**src/rtl/spi_slave_pkg.sv**
```systemverilog
// Shared types and constants for the SPI-slave to AXI4-Lite sequencer.
package spi_slave_pkg;

    typedef enum logic [2:0] {
        ST_IDLE,
        ST_WR_DATA,
        ST_WR_REQ,
        ST_WR_RESP,
        ST_RD_REQ,
        ST_RD_RESP,
        ST_RD_PUSH
    } state_t;

    localparam logic [1:0] AXI_RESP_OKAY = 2'b00;

    // Byte distance between consecutive words of a burst.
    function automatic int unsigned addr_step(input int unsigned data_width);
        return data_width / 8;
    endfunction

endpackage

```
**src/rtl/spi_slave_axi_sequencer.sv**
```systemverilog
// Turns synchronized SPI-slave commands into auto-incrementing single-beat
// AXI4-Lite reads and writes while chip-select stays low.
module spi_slave_axi_sequencer
    import spi_slave_pkg::*;
#(
    parameter int AXI_ADDR_WIDTH = 32,
    parameter int AXI_DATA_WIDTH = 32,
    parameter int ERR_CNT_WIDTH  = 8
) (
    input  logic                        sys_clk,
    input  logic                        rst,
    input  logic                        cs_sync,
    input  logic [AXI_ADDR_WIDTH-1:0]   address_sync,
    input  logic                        address_valid_sync,
    input  logic                        rd_wr_sync,
    input  logic [AXI_DATA_WIDTH-1:0]   wr_data,
    input  logic                        wr_valid,
    output logic                        wr_ready,
    output logic [AXI_DATA_WIDTH-1:0]   rd_data,
    output logic                        rd_valid,
    input  logic                        rd_ready,
    output logic [AXI_ADDR_WIDTH-1:0]   m_awaddr,
    output logic                        m_awvalid,
    input  logic                        m_awready,
    output logic [AXI_DATA_WIDTH-1:0]   m_wdata,
    output logic [AXI_DATA_WIDTH/8-1:0] m_wstrb,
    output logic                        m_wvalid,
    input  logic                        m_wready,
    input  logic [1:0]                  m_bresp,
    input  logic                        m_bvalid,
    output logic                        m_bready,
    output logic [AXI_ADDR_WIDTH-1:0]   m_araddr,
    output logic                        m_arvalid,
    input  logic                        m_arready,
    input  logic [AXI_DATA_WIDTH-1:0]   m_rdata,
    input  logic [1:0]                  m_rresp,
    input  logic                        m_rvalid,
    output logic                        m_rready,
    output logic                        busy,
    output logic [ERR_CNT_WIDTH-1:0]    err_cnt
);

    localparam logic [AXI_ADDR_WIDTH-1:0] ADDR_STEP =
        AXI_ADDR_WIDTH'(addr_step(AXI_DATA_WIDTH));

    state_t                      state_q, state_d;
    logic [AXI_ADDR_WIDTH-1:0]   addr_q;
    logic [AXI_DATA_WIDTH-1:0]   wdata_q;
    logic [AXI_DATA_WIDTH-1:0]   rd_data_q;
    logic                        rd_valid_q;
    logic                        aw_done_q, w_done_q;
    logic [ERR_CNT_WIDTH-1:0]    err_cnt_q;
    logic                        aw_hs, w_hs, aw_ok, w_ok;

    function automatic logic [ERR_CNT_WIDTH-1:0] sat_inc(input logic [ERR_CNT_WIDTH-1:0] v);
        return (&v) ? v : v + 1'b1;
    endfunction

    // AW and W are offered together; each retires on its own handshake.
    assign m_awvalid = (state_q == ST_WR_REQ) && !aw_done_q;
    assign m_wvalid  = (state_q == ST_WR_REQ) && !w_done_q;
    assign aw_hs     = m_awvalid && m_awready;
    assign w_hs      = m_wvalid && m_wready;
    assign aw_ok     = aw_done_q || aw_hs;
    assign w_ok      = w_done_q || w_hs;

    assign wr_ready  = (state_q == ST_WR_DATA);
    assign m_bready  = (state_q == ST_WR_RESP);
    assign m_arvalid = (state_q == ST_RD_REQ);
    assign m_rready  = (state_q == ST_RD_RESP);
    assign busy      = (state_q != ST_IDLE);

    assign m_awaddr  = addr_q;
    assign m_araddr  = addr_q;
    assign m_wdata   = wdata_q;
    assign m_wstrb   = '1;
    assign rd_data   = rd_data_q;
    assign rd_valid  = rd_valid_q;
    assign err_cnt   = err_cnt_q;

    always_comb begin
        state_d = state_q;
        case (state_q)
            ST_IDLE:
                if (address_valid_sync && !cs_sync)
                    state_d = rd_wr_sync ? ST_RD_REQ : ST_WR_DATA;
            ST_WR_DATA:
                if (cs_sync)       state_d = ST_IDLE;
                else if (wr_valid) state_d = ST_WR_REQ;
            ST_WR_REQ:
                if (aw_ok && w_ok) state_d = ST_WR_RESP;
            ST_WR_RESP:
                if (m_bvalid) state_d = cs_sync ? ST_IDLE : ST_WR_DATA;
            ST_RD_REQ:
                if (m_arready) state_d = ST_RD_RESP;
            // A read finishing after chip-select rose is thrown away.
            ST_RD_RESP:
                if (m_rvalid) state_d = cs_sync ? ST_IDLE : ST_RD_PUSH;
            ST_RD_PUSH:
                if (rd_ready)     state_d = cs_sync ? ST_IDLE : ST_RD_REQ;
                else if (cs_sync) state_d = ST_IDLE;
            default: state_d = ST_IDLE;
        endcase
    end

    always_ff @(posedge sys_clk) begin
        if (rst) begin
            state_q    <= ST_IDLE;
            addr_q     <= '0;
            wdata_q    <= '0;
            rd_data_q  <= '0;
            rd_valid_q <= 1'b0;
            aw_done_q  <= 1'b0;
            w_done_q   <= 1'b0;
            err_cnt_q  <= '0;
        end else begin
            state_q <= state_d;
            case (state_q)
                ST_IDLE:
                    if (address_valid_sync && !cs_sync) addr_q <= address_sync;
                ST_WR_DATA:
                    if (!cs_sync && wr_valid) begin
                        wdata_q   <= wr_data;
                        aw_done_q <= 1'b0;
                        w_done_q  <= 1'b0;
                    end
                ST_WR_REQ: begin
                    if (aw_hs) aw_done_q <= 1'b1;
                    if (w_hs)  w_done_q  <= 1'b1;
                end
                ST_WR_RESP:
                    if (m_bvalid) begin
                        addr_q <= addr_q + ADDR_STEP;
                        if (m_bresp != AXI_RESP_OKAY) err_cnt_q <= sat_inc(err_cnt_q);
                    end
                ST_RD_RESP:
                    if (m_rvalid) begin
                        addr_q <= addr_q + ADDR_STEP;
                        if (m_rresp != AXI_RESP_OKAY) err_cnt_q <= sat_inc(err_cnt_q);
                        if (!cs_sync) begin
                            rd_data_q  <= m_rdata;
                            rd_valid_q <= 1'b1;
                        end
                    end
                ST_RD_PUSH:
                    if (rd_ready || cs_sync) rd_valid_q <= 1'b0;
                default: ;
            endcase
        end
    end

endmodule

```
**config.mk**
```make
export PLATFORM = sky130hd
export DESIGN_NAME = spi_slave_axi_sequencer
export DESIGN_NICKNAME = d
export VERILOG_FILES = /design/src/rtl/spi_slave_pkg.sv /design/src/rtl/spi_slave_axi_sequencer.sv
export SDC_FILE = /design/constraint.sdc
export NUM_CORES = 1
export LEC_CHECK = 0
export ABC_CLOCK_PERIOD_IN_PS = 2400
export CORE_UTILIZATION = 41
export DETAILED_ROUTE_END_ITERATION = 7
export MAX_ROUTING_LAYER = met4
export PLACE_DENSITY_LB_ADDON = 0.05
export SYNTH_ARGS = -nofsm -noshare
export SYNTH_HDL_FRONTEND = slang
export SYNTH_SLANG_ARGS = --single-unit
```
**constraint.sdc**
```tcl
create_clock -name sys_clk -period 2.4 [get_ports sys_clk]
set_input_delay 0.48 -clock sys_clk [delete_from_list [all_inputs] [get_ports sys_clk]]
set_output_delay 0.48 -clock sys_clk [all_outputs]
set_load 0.02 [all_outputs]
```
==> results of run 1 <==
==> metrics by stage <==
stage / cell area [um2] / util / power (mW) / cells / hold slack (ns)
after floorplan: 5370 / - / 3.36 / 700 / 0.496
after global placement: 7960 / 0.628 / 4.20 / 1079 / 0.441
after detailed placement: 7960 / 0.628 / 4.24 / 1079 / 0.446
after CTS: 8230 / 0.650 / 5.67 / 1094 / 0.457
after global routing: 8240 / 0.650 / 5.93 / 1094 / 0.470
final: 8240 / 0.650 / 5.63 / 1094 / 0.455
==> where the power goes <==
part	leakage (nW)	total (mW)	internal (mW)	switching, mW
Combinational	1.92	2.02	0.967	1.05
Sequential	0.891	2.18	1.98	0.192
Clock	0.130	1.43	0.715	0.716
==> repair_timing <==
item,CTS,global route
pin swaps,0,0
setup endpoints to repair,5,3
resized for setup,4,3
setup buffers,0,0
==> synth_stat cells (2+ instances only) <==
cell       count  area (um2)
nor4_4         2        42.5
a31oi_1       12        75.1
inv_1         12        45.0
buf_4         39         293
nor3_1        14        70.1
and3b_1        5        43.8
buf_2          5        25.0
o22ai_1        7        43.8
nor4_1         4        25.0
mux2_2         5        56.3
nand3b_1       3        22.5
and3_1        13        81.3
nand2b_1       2        12.5
a211o_1        2        17.5
mux2i_1        7        70.1
or3_1         10        62.6
nand4_1        6        37.5
a2bb2oi_1      2        17.5
a21oi_1       99         495
nand4_2        2        25.0
a311oi_1       3        26.3
nand2_1      160         601
and2_1         9        56.3
and4_1         2        17.5
nor2_1        30         113
ha_1           2        25.0
clkbuf_1      41         154
o31ai_1        4        30.0
o21ai_0       24         120
nor3_2         2        20.0
dfxtp_1      110        2200
xor2_1         2        17.5
o311a_1        2        20.0
or4_1          6        45.0
nand3_1       18        90.1
o211ai_1       4        30.0
a211oi_1       3        22.5
==> cells by family (layout without fill, tap and decap cells) <==
logic type | after synthesis | in the layout | share of synthesized area
XOR/XNOR | 2 | 2 | 0.00327
AO/OA/AOI/OAI | 177 | 177 | 0.192
buffers and inverters | 98 | 320 | 0.0985
AND/OR/NAND/NOR | 295 | 295 | 0.266
adder cells (fa/ha/maj) | 2 | 2 | 0.00467
flip-flops | 110 | 110 | 0.411
other | 1 | 4 | 0.000699
multiplexers | 12 | 12 | 0.0236
==> how the worst min path moves through the flow <==
stage / end / slack (ns) / cells after the start
after global placement: m_wdata[9] / 0.44 / 2
after CTS: rd_data[21] / 0.46 / 2
final: m_wdata[8] / 0.46 / 2
after global routing: m_wdata[23] / 0.47 / 2
after floorplan: aw_done_q / 0.50 / 2
after detailed placement: m_wdata[8] / 0.45 / 2
==> sequential cells by signal, summed over array words and instances (netlist names) <==
register   cells
rd_valid       1
aw_done_q      1
err_cnt        8
m_araddr      32
m_wdata       32
rd_data       32
w_done_q       1
state_q        3
==> cell type report <==
cell class | instances | area share
repair buffers | 293 | 0.346
multi-input cells | 492 | 0.322
flip-flops and latches | 110 | 0.268
clock buffers | 10 | 0.0278
well taps | 172 | 0.0261
inverters | 12 | 0.00547
clock inverters | 5 | 0.00516
==> metal layers <==
metal	up-vias	wire length [um]	global-route usage
li1	2824	-	-
met1	2678	6950	0.301
met2	189	8310	0.423
met3	21	1220	0.0540
met4	0	280	0.0880
met5	-	0	-
==> worst register-to-register path, delay by kind of cell, from the launching register on <==
kind,cells,cell delay [ns]
muxes,1,0.37
AOI/OAI and AO/OA,1,0.14
buffers and inverters,1,0.21
and+or+nand+nor,3,0.95
DFF,1,0.42
==> run_results.csv, run 1 <==
group,metric,value,unit
setup_path,critical_path_buf_inv_count,2,
global_route,gr-usage-all-layers,0.253,
clock_network,clk_pin_slew_worst_paths,0.07,ns
setup_path,timing_worst_setup_path_type,"reg2out",
setup_path,worst-endpoint-required,1.92,ns
setup_path,cp-end-kind,"output port",
die,die_area,0.0135,mm2
setup_path,cp_data_arrival_time,1.80,ns
placed_design,post-dp-hpwl,12500,um
setup_path,r2r_end,"m_araddr[21]",
sta,final.setup_skew,0.00885,ns
setup_path,reg2reg_from,"m_araddr[12]",
cells_and_area,syn_to_final_growth,53.6,%
cells_and_area,register_area,0.00220,mm2
clock_network,post_cts_hold_buffer_count,0,
drt,avgViaCountPerCell,5.22,
setup_path,critical-path-max-stage-delay,0.62,ns
synthesis,synth.yosys.warnings,0,
setup_path,setup.reg_to_reg.worst_slack,0.24,ns
drt,drt-wirelength-per-cell,15.3,um
die,fp-row-count,41,
drt,drc,0,
sta,slew_violations,0,
sta,tns,0,ns
placed_design,globalplace.congestion,0.865,
drt,antenna_violating_nets_post_route,0,
synthesis,synth_area_per_cell,7.69,um2
cells_and_area,layout.cells.most_common_list,"clkdlybuf4s50_1 (249), nand2_1 (160), dfxtp_1 (108), a21oi_1 (99), buf_4 (38)",
die,initial_core_util,0.423,
placed_design,pre_cts_slack,0.00596,ns
placed_design,port_buffers,255,
synthesis,post_synth_inst_count,697,
cells_and_area,number_of_antenna_diodes,0,
hold_path,holdCritPathClass,"reg2reg",
cells_and_area,final_common_cell,"clkdlybuf4s50_1",
global_route,grt_first_pass_wirelength,26100,um
clock_network,tritoncts_clock_tree,"yes",
setup_path,critPathTopFamily,"buffers and inverters",
synthesis,synth_area,0.00536,mm2
synthesis,ys_seq_elements,110,
synthesis,number_of_enable_type_register_cells_in_the_synthesized_netlist,0,
global_route,globalRoute.totalOverflow,0,
sta,timing.final.crit_share,0.948,
synthesis,sequential_share_of_the_synthesized_area,0.411,
hold_path,hold_path_startpoint,"m_wdata[8]",
setup_path,timing.critical_path.cells,"buf_4 -> and3b_1 -> clkdlybuf4s50_1",
synthesis,synth_async_sr_flop_share,0,
setup_path,rr_worst_depth,6,
pwr,ir_worst_vdd,0.508,mV
sta,fmax,0.439,GHz
global_route,antenna_found_initial,0,
drt,detailedRoute.firstPassIterationCount,4,
global_route,grt_start_max_net_pins,36,
synthesis,synth_flop_cell,"dfxtp_1",
drt,vias,5712,
sta,post-route-min-period,2.28,ns
drt,drt_iter0_markers,356,
setup_path,startpoint,"state_q[0]",
sta,worst_slew_pin_slew,0.552,ns
pwr,power_per_cell_area,683,mW/mm2
die,die_outline_height,116,um
die,io_pins,260,
sta,relSlewSlack,0.630,
setup_path,path_depth,3,
cells_and_area,multiInputGateArea,0.00265,mm2
setup_path,timing.critical_path.to,"m_bready",
cells_and_area,num-nets-final,1032,
clock_network,clock_sink_count,110,
pwr,leakage,2.94,nW
status,result_of_the_run,"finished clean",
setup_path,cell_at_the_slowest_stage_of_the_critical_path,"clkdlybuf4s50_1",
die,die_w,116,um
drt,wirelength,16800,um
clock_network,clk-insertion-delay-late,0.36,ns
global_route,via_count_of_the_first_global_routing_pass,5385,
clock_network,max-clock-path-buffers,2,
job,maxCapViolCount,0,
setup_path,worst-path-max-fanout,11,
synthesis,distinct_cells_synth,61,
cells_and_area,final.fill_count,1102,
cells_and_area,fraction_of_final_layout_cells_sized_beyond_drive_strength_1,0.0824,
sta,rsz0062_at_grt,"no",
clock_network,cts_htree_levels,3,
die,design.core.area,0.0127,mm2
sta,report.final.setup_viol,0,
setup_path,timing.critical_path.from_type,"flip-flop",
sta,finalHoldViolations,0,
sta,postLayoutSetupSlackWorst,0.124,ns
clock_network,cts-buffers-inserted,9,
clock_network,ctsRootBufferMaster,"clkbuf_16",
No activity file was read; power rests on OpenSTA's default activity.
==> inputs of run 2 (changes only) <==
Settings changed: ABC_CLOCK_PERIOD_IN_PS 2400 to 2300, CORE_ASPECT_RATIO set to 0.7, CORE_MARGIN set to 4.
Clock period 2.4 ns to 2.3 ns, I/O delays scaled along.
==> run 2 against run 1 <==
Against the previous run: setup slack worse by 0.057 ns; register-to-register slack worse by 0.09 ns; critical path type unchanged; clock-buffer cell count down 1; cell area up 0.90%; critical endpoint is now m_arvalid; hold slack worse by 0.0013 ns; die area up 11%.
==> run_results.csv, run 2 (synthesis gave the netlist of run 1 again) <==
group,metric,value,unit
global_route,gr-usage-all-layers,0.240,
pwr,seq_power_share,0.383,
clock_network,clock_sink_count,110,
pwr,intPower,3.87,mW
drt,wirelength,18300,um
sta,slew_violations,0,
setup_path,timing_worst_setup_path_type,"reg2out",
pwr,power_per_cell_area,716,mW/mm2
clock_network,ctsRootBufferMaster,"clkbuf_16",
cells_and_area,number_of_antenna_diodes,0,
drt,drt_iter0_markers,430,
clock_network,clk_pin_slew_worst_paths,0.07,ns
global_route,grtUsageMet1,0.314,
setup_path,critPathTopFamily,"buffers and inverters",
sta,final.setup_skew,0.0126,ns
cells_and_area,fraction_of_final_layout_cells_sized_beyond_drive_strength_1,0.0876,
cells_and_area,register_area,0.00220,mm2
drt,detailedRoute.firstPassIterationCount,5,
die,die_area,0.0150,mm2
cells_and_area,final_common_cell,"clkdlybuf4s50_1",
cells_and_area,multiInputGateArea,0.00265,mm2
sta,timing.final.crit_share,0.971,
global_route,globalRoute.totalOverflow,0,
clock_network,clk-insertion-delay-late,0.35,ns
sta,fmax,0.448,GHz
pwr,sw_frac_of_total,0.350,
setup_path,timing.critical_path.cells,"buf_4 -> nor2_1 -> and2_1 -> clkdlybuf4s50_1",
setup_path,reg2reg_from,"err_cnt[2]",
setup_path,cp_data_arrival_time,1.77,ns
die,die_w,145,um
clock_network,max-clock-path-buffers,2,
pwr,leakage,2.98,nW
clock_network,cts_htree_levels,3,
setup_path,worst-endpoint-required,1.84,ns
placed_design,pre_cts_slack,-0.155,ns
cells_and_area,final-instance-count-excl-fill,1087,
sta,finalHoldViolations,0,
status,result_of_the_run,"finished clean",
global_route,global_route.peak_usage_layer,"met2",
cells_and_area,layout.cells.most_common_list,"clkdlybuf4s50_1 (249), nand2_1 (160), dfxtp_1 (108), a21oi_1 (99), buf_4 (37)",
hold_path,holdCritPathClass,"reg2reg",
placed_design,port_buffers,255,
job,maxCapViolCount,0,
setup_path,critical_path_buf_inv_count,2,
global_route,grt_first_pass_wirelength,28500,um
global_route,antenna_found_initial,0,
global_route,via_count_of_the_first_global_routing_pass,5557,
sta,worst_slew_pin_slew,0.668,ns
sta,postLayoutSetupSlackWorst,0.0674,ns
sta,rsz0062_at_grt,"no",
clock_network,cts-buffers-inserted,9,
pwr,netSwitchingPower,2.08,mW
die,io_pins,260,
global_route,globalRouteMet2Util,0.381,
drt,drt-wirelength-per-cell,16.8,um
setup_path,worst-path-max-fanout,9,
global_route,grt_start_max_net_pins,63,
setup_path,cp-end-kind,"output port",
drt,drc,0,
pwr,ir_worst_vdd,0.360,mV
setup_path,cell_at_the_slowest_stage_of_the_critical_path,"clkdlybuf4s50_1",
cells_and_area,syn_to_final_growth,55.0,%
placed_design,detailed_place.area,0.00802,mm2
drt,vias,5782,
die,die_outline_height,104,um
global_route,gr-usage-met3,0.0548,
die,fp-row-count,34,
sta,report.final.setup_viol,0,
placed_design,dpl.cell_count,1072,
cells_and_area,fin_area,0.00831,mm2
sta,post-route-min-period,2.23,ns
placed_design,globalplace.congestion,0.921,
drt,avgViaCountPerCell,5.32,
setup_path,timing.critical_path.from_type,"flip-flop",
hold_path,hold_path_startpoint,"m_wdata[10]",
sta,finalHoldWorstSlack,0.454,ns
sta,tns,0,ns
pwr,clock_power_share,0.253,
setup_path,startpoint,"state_q[1]",
pwr,total_power_of_the_final_layout,5.95,mW
placed_design,post-dp-hpwl,13700,um
cells_and_area,num-nets-final,1035,
die,design.core.area,0.0126,mm2
cells_and_area,final.fill_count,1044,
die,initial_core_util,0.426,
sta,relSlewSlack,0.555,
cells_and_area,final_util,0.660,
setup_path,critical-path-max-stage-delay,0.63,ns
pwr,pwr-share-comb,0.363,
drt,antenna_violating_nets_post_route,0,
clock_network,tritoncts_clock_tree,"yes",
[run 2: layer usage]
metal  routed length (um)  part of all wire  vias to the layer above
met5                    0                 0                        -
met4                  237             0.013                        0
met3                 1500             0.082                       19
met2                 8650              0.47                      268
met1                 7910              0.43                     2664
li1                     -                 -                     2831
[run 2: path summary, 6_finish.rpt]
kind                               endpoint  slack [ns]  depth (start not counted)
worst min-delay path            m_wdata[10]        0.45                          2
worst max-delay path              m_arvalid        0.07                          4
worst max register to register   err_cnt[1]        0.15                          7
worst min register to register  m_wdata[10]        0.45                          2
[run 2: repair_timing]
action | 4_1_cts | 5_1_grt
hold buffers | 0 | 0
buffers inserted | 0 | 0
endpoints found under the setup margin | 7 | 4
resized for setup | 4 | 4
gates cloned | 0 | 0
[run 2: cell type report]
cell class | instances | share of cell area
Clock buffer | 9 | 0.0271
Clock inverter | 6 | 0.00662
Inverter | 12 | 0.00542
Multi-Input combinational cell | 492 | 0.319
Sequential cell | 110 | 0.265
Tap cell | 162 | 0.0244
Timing Repair Buffer | 296 | 0.352
[run 2: tightest hold or removal path, cell delays in order, from the launching register on]
cell	delay [ns]
dfxtp_1	0.31
nand2_1	0.05
a21oi_1	0.05
[run 2: power groups by stage]
stage	Sequential [mW]	Clock (mW)	Combinational (mW)
final	2.28	1.51	2.16
after floorplan	2.43	0	1.08
after global placement	2.30	0	2.13
after detailed placement	2.32	0	2.16
after global routing	2.31	1.61	2.32
after CTS	2.28	1.54	2.17
